===== config.mk =====
export PLATFORM = sky130hd
export DESIGN_NAME = ysyx_24100012_lsu_ctrl_flat
export DESIGN_NICKNAME = d
export VERILOG_FILES = /design/src/rtl/ysyx_24100012_lsu_ctrl_if.sv /design/src/rtl/ysyx_24100012_lsu_ctrl.sv /design/src/flat_wrapper.sv
export SDC_FILE = /design/constraint.sdc
export NUM_CORES = 1
export LEC_CHECK = 0
export ABC_CLOCK_PERIOD_IN_PS = 1700
export CAP_MARGIN = 20
export CORE_ASPECT_RATIO = 0.8
export CORE_UTILIZATION = 40
export CTS_BUF_LIST = sky130_fd_sc_hd__clkbuf_16
export DETAILED_ROUTE_END_ITERATION = 8
export PLACE_DENSITY_LB_ADDON = 0.25
export SLEW_MARGIN = 20
export SYNTH_ARGS = -nofsm -noshare
export SYNTH_HDL_FRONTEND = slang
export SYNTH_SLANG_ARGS = --single-unit

===== constraint.sdc =====
create_clock -name clk -period 1.7 [get_ports clk]
set_input_delay 0.51 -clock clk [delete_from_list [all_inputs] [get_ports clk]]
set_output_delay 0.51 -clock clk [all_outputs]
set_load 0.02 [all_outputs]

===== src/rtl/ysyx_24100012_lsu_ctrl_if.sv =====
// ysyx_24100012_lsu_ctrl_if: EXU request/response and data-memory bus signals for the LSU controller.
// Ports (signals): req_valid/req_ready/req_wen/req_funct3/req_addr/req_wdata (EXU request),
//   resp_valid/resp_ready/resp_rdata/resp_err (EXU response),
//   mem_valid/mem_ready/mem_wen/mem_addr/mem_wdata/mem_wstrb (bus request),
//   mem_rvalid/mem_rdata/mem_rerr (bus result).
// Modports: slave = the LSU controller, master = the EXU plus memory side.
interface ysyx_24100012_lsu_ctrl_if #(
  parameter int ADDR_WIDTH = 32,
  parameter int DATA_WIDTH = 32
);
  logic                  req_valid;
  logic                  req_ready;
  logic                  req_wen;
  logic [2:0]            req_funct3;
  logic [ADDR_WIDTH-1:0] req_addr;
  logic [DATA_WIDTH-1:0] req_wdata;
  logic                  resp_valid;
  logic                  resp_ready;
  logic [DATA_WIDTH-1:0] resp_rdata;
  logic                  resp_err;
  logic                  mem_valid;
  logic                  mem_ready;
  logic                  mem_wen;
  logic [ADDR_WIDTH-1:0] mem_addr;
  logic [DATA_WIDTH-1:0] mem_wdata;
  logic [3:0]            mem_wstrb;
  logic                  mem_rvalid;
  logic [DATA_WIDTH-1:0] mem_rdata;
  logic                  mem_rerr;
  modport slave (
    input  req_valid, req_wen, req_funct3, req_addr, req_wdata, resp_ready,
           mem_ready, mem_rvalid, mem_rdata, mem_rerr,
    output req_ready, resp_valid, resp_rdata, resp_err,
           mem_valid, mem_wen, mem_addr, mem_wdata, mem_wstrb
  );
  modport master (
    output req_valid, req_wen, req_funct3, req_addr, req_wdata, resp_ready,
           mem_ready, mem_rvalid, mem_rdata, mem_rerr,
    input  req_ready, resp_valid, resp_rdata, resp_err,
           mem_valid, mem_wen, mem_addr, mem_wdata, mem_wstrb
  );
endinterface


===== src/rtl/ysyx_24100012_lsu_ctrl.sv =====
// ysyx_24100012_lsu_ctrl: multi-cycle RV32 load/store controller between the EXU and the data-memory bus.
// Ports: clk (rising edge), rst (asynchronous, active low), b (ysyx_24100012_lsu_ctrl_if.slave:
//   EXU request/response handshakes and word-aligned memory bus with byte strobes).
// Optional: define LSU_TIMEOUT_EN to abort a bus transfer with err=1 after TIMEOUT_CYCLES cycles.
module ysyx_24100012_lsu_ctrl #(
  parameter int ADDR_WIDTH     = 32,
  parameter int DATA_WIDTH     = 32,
  parameter int TIMEOUT_CYCLES = 255
) (
  input logic                     clk,
  input logic                     rst,
  ysyx_24100012_lsu_ctrl_if.slave b
);
  typedef enum logic [1:0] {IDLE, REQ, WAIT, RESP} state_e;
  state_e                state_q;
  logic                  wen_q;
  logic [2:0]            f3_q;
  logic [1:0]            off_q;
  logic                  req_ready_q;
  logic                  resp_valid_q;
  logic                  resp_err_q;
  logic [DATA_WIDTH-1:0] resp_rdata_q;
  logic                  mem_valid_q;
  logic                  mem_wen_q;
  logic [ADDR_WIDTH-1:0] mem_addr_q;
  logic [DATA_WIDTH-1:0] mem_wdata_q;
  logic [3:0]            mem_wstrb_q;
  logic [1:0]            off;
  logic [2:0]            f3;
  logic                  bad;
  logic [3:0]            strb;
  logic [DATA_WIDTH-1:0] wdata;
  logic [7:0]            lb;
  logic [15:0]           lh;
  logic [DATA_WIDTH-1:0] fin;
`ifdef LSU_TIMEOUT_EN
  localparam int CW = $clog2(TIMEOUT_CYCLES + 1) > 8 ? $clog2(TIMEOUT_CYCLES + 1) : 8;
  logic [CW-1:0] cnt_q;
`endif
  always_comb begin
    off   = b.req_addr[1:0];
    f3    = b.req_funct3;
    // misaligned half/word, or a funct3 with no RV32 load/store meaning
    bad   = (f3[1:0] == 2'b01 && off[0]) || (f3[1:0] == 2'b10 && off != 2'b00) ||
            (b.req_wen ? f3 > 3'd2 : (f3 == 3'd3 || f3[2:1] == 2'b11));
    strb  = !b.req_wen ? 4'b0000 : f3[1:0] == 2'b00 ? 4'b0001 << off :
            f3[1:0] == 2'b01 ? 4'b0011 << off : 4'b1111;
    wdata = !b.req_wen ? '0 : f3[1:0] == 2'b00 ? {4{b.req_wdata[7:0]}} :
            f3[1:0] == 2'b01 ? {2{b.req_wdata[15:0]}} : b.req_wdata;
    lb    = b.mem_rdata[8*off_q +: 8];
    lh    = b.mem_rdata[16*off_q[1] +: 16];
    fin   = wen_q ? '0 : f3_q == 3'd0 ? {{24{lb[7]}}, lb} : f3_q == 3'd1 ? {{16{lh[15]}}, lh} :
            f3_q == 3'd4 ? {24'b0, lb} : f3_q == 3'd5 ? {16'b0, lh} : b.mem_rdata;
  end
  always_ff @(posedge clk or negedge rst) begin
    if (!rst) begin
      state_q      <= IDLE;
      wen_q        <= 1'b0;
      f3_q         <= 3'd0;
      off_q        <= 2'd0;
      req_ready_q  <= 1'b1;
      resp_valid_q <= 1'b0;
      resp_err_q   <= 1'b0;
      resp_rdata_q <= '0;
      mem_valid_q  <= 1'b0;
      mem_wen_q    <= 1'b0;
      mem_addr_q   <= '0;
      mem_wdata_q  <= '0;
      mem_wstrb_q  <= 4'b0000;
`ifdef LSU_TIMEOUT_EN
      cnt_q        <= '0;
`endif
    end else begin
      case (state_q)
        IDLE: if (b.req_valid) begin
          wen_q       <= b.req_wen;
          f3_q        <= f3;
          off_q       <= off;
          req_ready_q <= 1'b0;
          if (bad) begin
            state_q      <= RESP;
            resp_valid_q <= 1'b1;
            resp_err_q   <= 1'b1;
            resp_rdata_q <= '0;
          end else begin
            state_q     <= REQ;
            mem_valid_q <= 1'b1;
            mem_wen_q   <= b.req_wen;
            mem_addr_q  <= {b.req_addr[ADDR_WIDTH-1:2], 2'b00};
            mem_wdata_q <= wdata;
            mem_wstrb_q <= strb;
`ifdef LSU_TIMEOUT_EN
            cnt_q       <= '0;
`endif
          end
        end
        REQ, WAIT: begin
          if (state_q == REQ && b.mem_ready) begin
            mem_valid_q <= 1'b0;
            state_q     <= WAIT;
          end
          // a result coinciding with the REQ handshake skips WAIT entirely
          if ((state_q == WAIT || b.mem_ready) && b.mem_rvalid) begin
            state_q      <= RESP;
            resp_valid_q <= 1'b1;
            resp_rdata_q <= fin;
            resp_err_q   <= b.mem_rerr;
          end
`ifdef LSU_TIMEOUT_EN
          else if (cnt_q == CW'(TIMEOUT_CYCLES - 1)) begin
            mem_valid_q  <= 1'b0;
            state_q      <= RESP;
            resp_valid_q <= 1'b1;
            resp_rdata_q <= '0;
            resp_err_q   <= 1'b1;
          end
          cnt_q <= cnt_q + 1'b1;
`endif
        end
        RESP: if (b.resp_ready) begin
          resp_valid_q <= 1'b0;
          req_ready_q  <= 1'b1;
          state_q      <= IDLE;
        end
        default: state_q <= IDLE;
      endcase
    end
  end
  assign b.req_ready  = req_ready_q;
  assign b.resp_valid = resp_valid_q;
  assign b.resp_rdata = resp_rdata_q;
  assign b.resp_err   = resp_err_q;
  assign b.mem_valid  = mem_valid_q;
  assign b.mem_wen    = mem_wen_q;
  assign b.mem_addr   = mem_addr_q;
  assign b.mem_wdata  = mem_wdata_q;
  assign b.mem_wstrb  = mem_wstrb_q;
endmodule


===== src/flat_wrapper.sv =====
// flat-port wrapper written by rule: the top's interface ports become plain ports
module ysyx_24100012_lsu_ctrl_flat 
#(
  parameter int ADDR_WIDTH     = 32,
  parameter int DATA_WIDTH     = 32,
  parameter int TIMEOUT_CYCLES = 255
)
  (clk, rst, b_req_valid, b_req_wen, b_req_funct3, b_req_addr, b_req_wdata, b_resp_ready, b_mem_ready, b_mem_rvalid, b_mem_rdata, b_mem_rerr, b_req_ready, b_resp_valid, b_resp_rdata, b_resp_err, b_mem_valid, b_mem_wen, b_mem_addr, b_mem_wdata, b_mem_wstrb);
  ysyx_24100012_lsu_ctrl_if #(.ADDR_WIDTH(ADDR_WIDTH), .DATA_WIDTH(DATA_WIDTH)) b_i ();
  input logic clk;
  input logic rst;
  input wire logic [$bits(b_i.req_valid)-1:0] b_req_valid;
  input wire logic [$bits(b_i.req_wen)-1:0] b_req_wen;
  input wire logic [$bits(b_i.req_funct3)-1:0] b_req_funct3;
  input wire logic [$bits(b_i.req_addr)-1:0] b_req_addr;
  input wire logic [$bits(b_i.req_wdata)-1:0] b_req_wdata;
  input wire logic [$bits(b_i.resp_ready)-1:0] b_resp_ready;
  input wire logic [$bits(b_i.mem_ready)-1:0] b_mem_ready;
  input wire logic [$bits(b_i.mem_rvalid)-1:0] b_mem_rvalid;
  input wire logic [$bits(b_i.mem_rdata)-1:0] b_mem_rdata;
  input wire logic [$bits(b_i.mem_rerr)-1:0] b_mem_rerr;
  output wire logic [$bits(b_i.req_ready)-1:0] b_req_ready;
  output wire logic [$bits(b_i.resp_valid)-1:0] b_resp_valid;
  output wire logic [$bits(b_i.resp_rdata)-1:0] b_resp_rdata;
  output wire logic [$bits(b_i.resp_err)-1:0] b_resp_err;
  output wire logic [$bits(b_i.mem_valid)-1:0] b_mem_valid;
  output wire logic [$bits(b_i.mem_wen)-1:0] b_mem_wen;
  output wire logic [$bits(b_i.mem_addr)-1:0] b_mem_addr;
  output wire logic [$bits(b_i.mem_wdata)-1:0] b_mem_wdata;
  output wire logic [$bits(b_i.mem_wstrb)-1:0] b_mem_wstrb;
  assign b_i.req_valid = b_req_valid;
  assign b_i.req_wen = b_req_wen;
  assign b_i.req_funct3 = b_req_funct3;
  assign b_i.req_addr = b_req_addr;
  assign b_i.req_wdata = b_req_wdata;
  assign b_i.resp_ready = b_resp_ready;
  assign b_i.mem_ready = b_mem_ready;
  assign b_i.mem_rvalid = b_mem_rvalid;
  assign b_i.mem_rdata = b_mem_rdata;
  assign b_i.mem_rerr = b_mem_rerr;
  assign b_req_ready = b_i.req_ready;
  assign b_resp_valid = b_i.resp_valid;
  assign b_resp_rdata = b_i.resp_rdata;
  assign b_resp_err = b_i.resp_err;
  assign b_mem_valid = b_i.mem_valid;
  assign b_mem_wen = b_i.mem_wen;
  assign b_mem_addr = b_i.mem_addr;
  assign b_mem_wdata = b_i.mem_wdata;
  assign b_mem_wstrb = b_i.mem_wstrb;
  ysyx_24100012_lsu_ctrl #(.ADDR_WIDTH(ADDR_WIDTH), .DATA_WIDTH(DATA_WIDTH), .TIMEOUT_CYCLES(TIMEOUT_CYCLES)) u_core (.clk(clk), .rst(rst), .b(b_i));
endmodule

==> metrics.md, run 1 <==
| Metric | Value |
|---|---|
| Run status | finished, violations left |
| Violated checks | negative setup slack |
| CP required | between 1500 and 2000 ps |
| Routed Antenna Nets | 0 |
| Crit end category | register |
| GRT Util Overall | between 20% and 30% |
| Synth Register Bits | roughly 110 |
| Share of Yosys cell area claimed by the top area cell type | between 40 and 50% |
| Crit-path max FO | 6 |
| CTS clk-pin slew, worst paths | 80 ps |
| First-pass GRT wire length | 26700 um |
| Post-Syn Instances | 522 |
| Hold Vio Cnt, Final | 0 |
| Share of cells above drive strength 1 | between 20% and 30% |
| Hold_sp | u_core.b.resp_rdata[18] |
| Commonest non-fill, non-tap cells in the layout | dlygate4sd2_1 (110), dfrtp_1 (109), clkdlybuf4s50_1 (94) |
| Tcrit/Tclk final | 102% |
| Clock period minus worst slack | ~1700 ps |
| Clock latency on the worst-skew pair | around 360 ps |
| RR Startpoint | u_core.state_q[0] |
| Non-filler cells, final | between 900 and 1000 |
| Top FF cell, synth | dfrtp_1 |
| Die footprint | approximately 0.014 mm2 |
| Endpoint, Worst Hold | u_core.b.resp_rdata[18] |
| Worst reg2reg path depth | 9 |
| Hold Path Stages | 2 |
| Chip Height | ~110 um |
| Cell taking the most area after synthesis | dfrtp_1 |
| Most used cell, CP | buf_6 |
| I/O Pins | between 200 and 250 |
| Core Region | ~0.013 mm2 |
| Detail-routed via count per cell | ~5.3 |
| Post-route cell area | 0.00898 mm2 |
| Slew headroom | 62.5% |
| Detail Placement HPWL | about 13000 um |
| Max cap viols | 0 |
| Fin. max-slew vios | 0 |
| # clock sinks | 111 |
| RSZ-0062 raised after global routing | true |
| R2R Setup Slk | -40 ps |
| # DRC | 0 |
| CTS Buf Count | 9 |
| Distinct cells, synth | 48 |
| Seq/Total Area, Yosys | roughly half |
| Fin nets | between 900 and 1000 |
| Row cnt | 37 |
| Placed cells | 935 |
| Placed inst area | approximately 0.0083 mm2 |
| Commonest non-fill, non-tap cell in the layout | dlygate4sd2_1 |
| Startpoint types | register |
| Syn Area/Cell | 10.6 um2 |
| H-tree Lvls | 3 |
| CTS tree | yes |
| Routed len/inst | roughly 18 um |
| CTS root buf | clkbuf_16 |
| Largest net degree at the start of global routing | 60 |
| Layout Skew | slightly above 8 ps |
| Hold WC Path Type | register to register |
| Syn-to-layout area delta | 63.1% |
| Worst slew pin tran | between 500 and 600 ps |
| Lkg Pwr | between 4 and 5 nW |
| Clock Path Buffers | 2 |
| GP Congestion | approximately 0.97 |
| Total power density per cell area | between 1500 and 2000 mW/mm2 |
| Antenna Diode Count | 0 |
| R2r endpoint | u_core.b.resp_rdata[8] |
| Critical-path cell list | inv_2 > ha_4 > nand2b_4 > a22oi_2 > nand2_2 > buf_6 > buf_6 > nand2_1 > o31ai_4 |
| Area of the multi-input gates | 0.00279 mm2 |
| Critical Path Max Stage Delay | about 380 ps |
| Starting Density | between 40% and 50% |
| Antenna violations before repair | 0 |
| Syn Std Cell Area | around 0.0055 mm2 |
| Final Util | between 60% and 70% |
| CP max-delay cell | dfrtp_1 |
| Fill count | between 1000 and 1500 |
| Final setup fails | 10 |
| Most area-consuming cells after synthesis | dfrtp_1 (50%), mux2_4 (7.9%), nand2_1 (5.8%) |
| EDFF count, synth | 0 |
| Worst EP arrival | 1970 ps |
| Achievable frequency | 0.576 GHz |
| Ys Warns | 0 |
| Kind of critical path | register to register |
| Number of global-route vias before repair | between 4000 and 5000 |
| Ys async rst share | 100% |
| Die Wd | ~130 um |
| 1st-pass router iterations | 4 |
| Seq. cell area | 0.00278 mm2 |
| Vias post-DR | 5140 |
| Iteration-0 DRC count of the detailed router | about 350 |
| Port buffer count | approximately 210 |
| Final worst setup slack | -36.7 ps |
| GRT Residual Overflow | 0 |
| Worst VDD drop | between 1000 and 1500 uV |
| Post-Route WL | approximately 18000 um |
-- worst max-delay path, delay by kind of cell (launching register included) --
kind                       cells  cell delay [ps]
AOI/OAI and AO/OA              2              270
buffers and inverters          3              370
adders and majority gates      1              300
and+or+nand+nor                3              310
DFF                            1              380
-- flip-flops by register name (all words and copies together), names as in the netlist --
name	cells
u_core.f3_q	3
u_core.b.mem_addr	30
u_core.off_q	2
u_core.wen_q	1
u_core.state_q	2
u_core.b.resp_rdata	32
u_core.b.mem_wen	1
u_core.b.resp_err	1
u_core.b.resp_valid	1
u_core.b.mem_wdata	32
u_core.b.mem_valid	1
u_core.b.req_ready	1
u_core.b.mem_wstrb	4
-- Yosys cell counts (7+ instances only) --
| master | count |
|---|---|
| ha_1 | 8 |
| buf_2 | 15 |
| dfrtp_1 | 110 |
| nand2_1 | 85 |
| clkbuf_1 | 9 |
| o21ai_0 | 60 |
| buf_4 | 7 |
| o31ai_1 | 9 |
| mux2_4 | 29 |
| a21oi_1 | 32 |
| inv_1 | 9 |
| a211oi_1 | 11 |
| mux2i_1 | 28 |
| nor2_1 | 29 |
| a22o_1 | 10 |
-- logic make-up (layout without fill, tap and decap cells) --
logic type | after synthesis | count (layout) | synth area share, %
AO/OA/AOI/OAI | 150 | 150 | 16.9
adder cells (fa/ha/maj) | 8 | 8 | 1.82
buffers and inverters | 47 | 322 | 4.86
flip-flops | 111 | 111 | 50.4
multiplexers | 65 | 65 | 14.7
other | 1 | 2 | 0.0681
AND/OR/NAND/NOR | 140 | 140 | 11.2
-- power by group --
part | internal (W) | total (W) | switching (W)
Combinational | 0.00427 | 0.00936 | 0.00509
Sequential | 0.00383 | 0.00462 | 0.000790
Clock | 0.00103 | 0.00208 | 0.00105
Total | 0.00913 | 0.0161 | 0.00693
-- per-stage QoR --
stage	total power [W]	hold slack (ps)	setup TNS [ps]	setup slack [ps]
after global routing	0.0170	503	-1760	-106
after global placement	0.0133	337	-68580	-759
after CTS	0.0155	483	-10.5	-7.92
after detailed placement	0.0135	338	-71450	-798
after floorplan	0.00946	214	-967	-33.3
final	0.0161	478	-232	-36.7
-- how the worst max path moves through the flow --
stage                            startpoint                      end  slack, ps  depth (start not counted)
final                     u_core.state_q[0]   u_core.b.resp_rdata[8]        -40                          9
after global routing      u_core.state_q[0]  u_core.b.resp_rdata[12]       -110                          9
after CTS                 u_core.state_q[0]   u_core.b.resp_rdata[8]         -8                          8
after detailed placement      b_req_addr[1]  u_core.b.resp_rdata[14]       -800                         10
after global placement        b_req_addr[1]    u_core.b.mem_addr[17]       -760                          9
after floorplan               b_req_addr[1]    u_core.b.mem_addr[10]        -30                          7
-- cell type report --
cell class / count / area share (%)
timing repair buffer: 297 / 31.8
clock buffer: 9 / 2.51
sequential: 111 / 30.9
tap: 175 / 2.44
clock inverter: 7 / 0.696
inverter: 9 / 0.599
multi-input combinational: 365 / 31.0
-- layer usage --
layer | vias to the layer above | GRT usage [%] | wire length [um]
li1 | 2385 | - | -
met4 | 0 | 7.55 | 323
met5 | - | 0 | 0
met1 | 2529 | 33.1 | 7850
met2 | 196 | 39.5 | 8510
met3 | 30 | 4.59 | 1020
-- repair_timing --
action	in CTS	in global routing
gates resized for setup	162	56
endpoints found under the setup margin	206	102
cloned	4	3
hold buffers	1	0
pin swaps	8	19
setup buffers	14	3
hold endpoints to repair	3	0
No activity file was read; power rests on OpenSTA's default activity.
==> run 2, diff against run 1 <==
--- a/config.mk
+++ b/config.mk
@@ -12,7 +12,7 @@
 export CTS_BUF_LIST = sky130_fd_sc_hd__clkbuf_16
 export DETAILED_ROUTE_END_ITERATION = 8
 export PLACE_DENSITY_LB_ADDON = 0.25
-export SLEW_MARGIN = 20
+export SLEW_MARGIN = 40
 export SYNTH_ARGS = -nofsm -noshare
 export SYNTH_HDL_FRONTEND = slang
 export SYNTH_SLANG_ARGS = --single-unit
==> results of run 2 <==
Same layout as run 1: the final DEF is identical, and so are final timing and power.
==> run 3, diff against run 2 <==
--- a/config.mk
+++ b/config.mk
@@ -7,7 +7,6 @@
 export LEC_CHECK = 0
 export ABC_CLOCK_PERIOD_IN_PS = 1700
 export CAP_MARGIN = 20
-export CORE_ASPECT_RATIO = 0.8
 export CORE_UTILIZATION = 40
 export CTS_BUF_LIST = sky130_fd_sc_hd__clkbuf_16
 export DETAILED_ROUTE_END_ITERATION = 8
==> run 3 against run 2 <==
Net effect: the flow still finishes with violations (negative setup slack); sequential power fell by 2%; die area barely moved; highest routed layer unchanged; power rose by 7.3%; maximum frequency fell by 8.4%; critical path depth rose by 1; sequential share of layout area fell by 0.50 points; clock skew fell by 1.7 ps; sequential cell count did not move.
==> metrics.md, run 3 (synthesis gave the netlist of run 1 again) <==
| Metric | Value |
|---|---|
| Crit path buffers/inverters | 5 |
| Detail Placement HPWL | ~12000 um |
| Startpoint types | register |
| Final Util | between 60% and 70% |
| Slew headroom | between 60% and 70% |
| Clock Path Buffers | 2 |
| Row cnt | 42 |
| Commonest non-fill, non-tap cell in the layout | dfrtp_1 |
| Power share of the combinational group | between 60% and 70% |
| Seq pwr share | roughly a quarter |
| RSZ-0062 raised after global routing | true |
| CTS clk-pin slew, worst paths | ~70 ps |
| Vias post-DR | 5066 |
| Final setup fails | 33 |
| Total power density per cell area | roughly 1900 mW/mm2 |
| Levels on crit path | 10 |
| Starting Density | between 40% and 50% |
| Iteration-0 DRC count of the detailed router | 357 |
| Worst slew pin tran | slightly below 600 ps |
| CTS Buf Count | 9 |
| Non-filler cells, final | ~980 |
| 1st-pass router iterations | 5 |
| CP required | approximately 1900 ps |
| Port buffer count | ~210 |
| Number of global-route vias before repair | between 5000 and 6000 |
| Crit end category | register |
| Cell internal pwr | 0.0102 W |
| Total Power | ~0.017 W |
| Max cap viols | 0 |
| Violated checks | negative setup slack |
| GRT Util Overall | 23.2% |
| Achievable frequency | 0.528 GHz |
| CTS tree | yes |
| Seq. cell area | about 0.0028 mm2 |
| Lkg Pwr | between 4 and 5 nW |
| H-tree Lvls | 3 |
| Hold WC Path Type | primary input to asynchronous set/reset pin |
| Fin. max-slew vios | 0 |
| Post-Route WL | ~17000 um |
| Worst slack at placement | -866 ps |
| GP Congestion | 0.869 |
| Commonest non-fill, non-tap cells in the layout | dfrtp_1 (110), dlygate4sd2_1 (105), clkdlybuf4s50_1 (98) |
| Psw | between 0.007 and 0.008 W |
| Sum Neg Setup Slack | -4390 ps |
| Kind of critical path | register to register |
| Clock period minus worst slack | between 1500 and 2000 ps |
| Layout Skew | 6.35 ps |
| Critical-path cell list | inv_2 > ha_4 > buf_6 > a22oi_2 > nand2_4 > buf_4 > clkbuf_16 > buf_6 > nand2_1 > o31ai_2 |
| Fin nets | 913 |
| Core Region | approximately 0.013 mm2 |
| Power share of the clock group | roughly 12% |
| Chip Height | about 120 um |
| Worst EP arrival | 2140 ps |
| Placed cells | roughly 940 |
| Fill count | 1015 |
| Routed Antenna Nets | 0 |
| Critical Path Max Stage Delay | approximately 400 ps |
| Critical path's top delay family | buffers and inverters |
| CP max-delay cell | dfrtp_1 |
| Antenna Diode Count | 0 |
| Syn-to-layout area delta | 65.7% |
| Worst VDD drop | around 1300 uV |
| Area of the multi-input gates | approximately 0.0028 mm2 |
| Largest net degree at the start of global routing | between 40 and 50 |
| First-pass GRT wire length | around 26000 um |
| Routed len/inst | around 17 um |
| # DRC | 0 |
| I/O Pins | 212 |
| GRT Residual Overflow | 0 |
| # clock sinks | between 100 and 150 |
| Worst reg2reg path depth | 10 |
| Final worst setup slack | -196 ps |
| Share of cells above drive strength 1 | 27.0% |
| Detail-routed via count per cell | roughly 5.2 |
| Die Wd | 119 um |
| Hold Vio Cnt, Final | 0 |
| Die footprint | roughly 0.014 mm2 |
| Tcrit/Tclk final | 112% |
| Most used cell, CP | buf_6 |
| Clock latency on the worst-skew pair | 350 ps |
| Run status | finished, violations left |
| CTS root buf | clkbuf_16 |
| Crit-path max FO | 4 |
| Switch share | between 40% and 50% |
| Antenna violations before repair | 0 |
## run 3: routing by layer
layer	share of wire [%]	GRT usage (%)	vias to the layer above
met2	49	38.8	217
li1	-	-	2396
met5	0	0	-
met4	1.2	5.86	0
met1	42	29.2	2432
met3	7.9	7.09	21
## run 3: final cells by class
cell class / count / area share (%)
well taps: 176 / 2.41
inverters: 9 / 0.589
clock buffers: 9 / 2.47
clock inverters: 7 / 0.713
flip-flops and latches: 111 / 30.4
multi-input cells: 365 / 30.6
repair buffers: 302 / 32.8
## run 3: stage by stage
step	hold WS, ps	cell area, um2
6_report	84.7	9130
3_5_place_dp	465	8320
2_1_floorplan	214	5650
4_1_cts	88.2	8910
3_3_place_gp	461	8320
5_1_grt	105	9130
## run 3: path summary, 6_finish.rpt
path	startpoint	endpoint	slack, ps
min in group clk	u_core.b.resp_rdata[14]	u_core.b.resp_rdata[14]	470
setup reg to reg	u_core.state_q[0]	u_core.b.resp_rdata[15]	-200
hold / removal	rst	u_core.state_q[1]	80
setup / recovery	u_core.state_q[0]	u_core.b.resp_rdata[15]	-200
hold reg to reg	u_core.b.resp_rdata[14]	u_core.b.resp_rdata[14]	470
max in group asynchronous	rst	u_core.b.resp_rdata[25]	1030
## run 3: what timing repair did
action                                  4_1_cts  5_1_grt
endpoints found under the setup margin      206       70
gates resized for setup                     185       32
hold buffers                                  0        0
gates cloned                                  6        2
pin swaps                                    14        9
setup buffers                                 9       14
## run 3: power by group through the flow
stage	Clock, W	Combinational (W)	Sequential [W]
after floorplan	0	0.00369	0.00577
after global placement	0	0.00869	0.00455
after detailed placement	0	0.00891	0.00456
after CTS	0.00216	0.00968	0.00451
after global routing	0.00226	0.0113	0.00465
final	0.00211	0.0106	0.00452
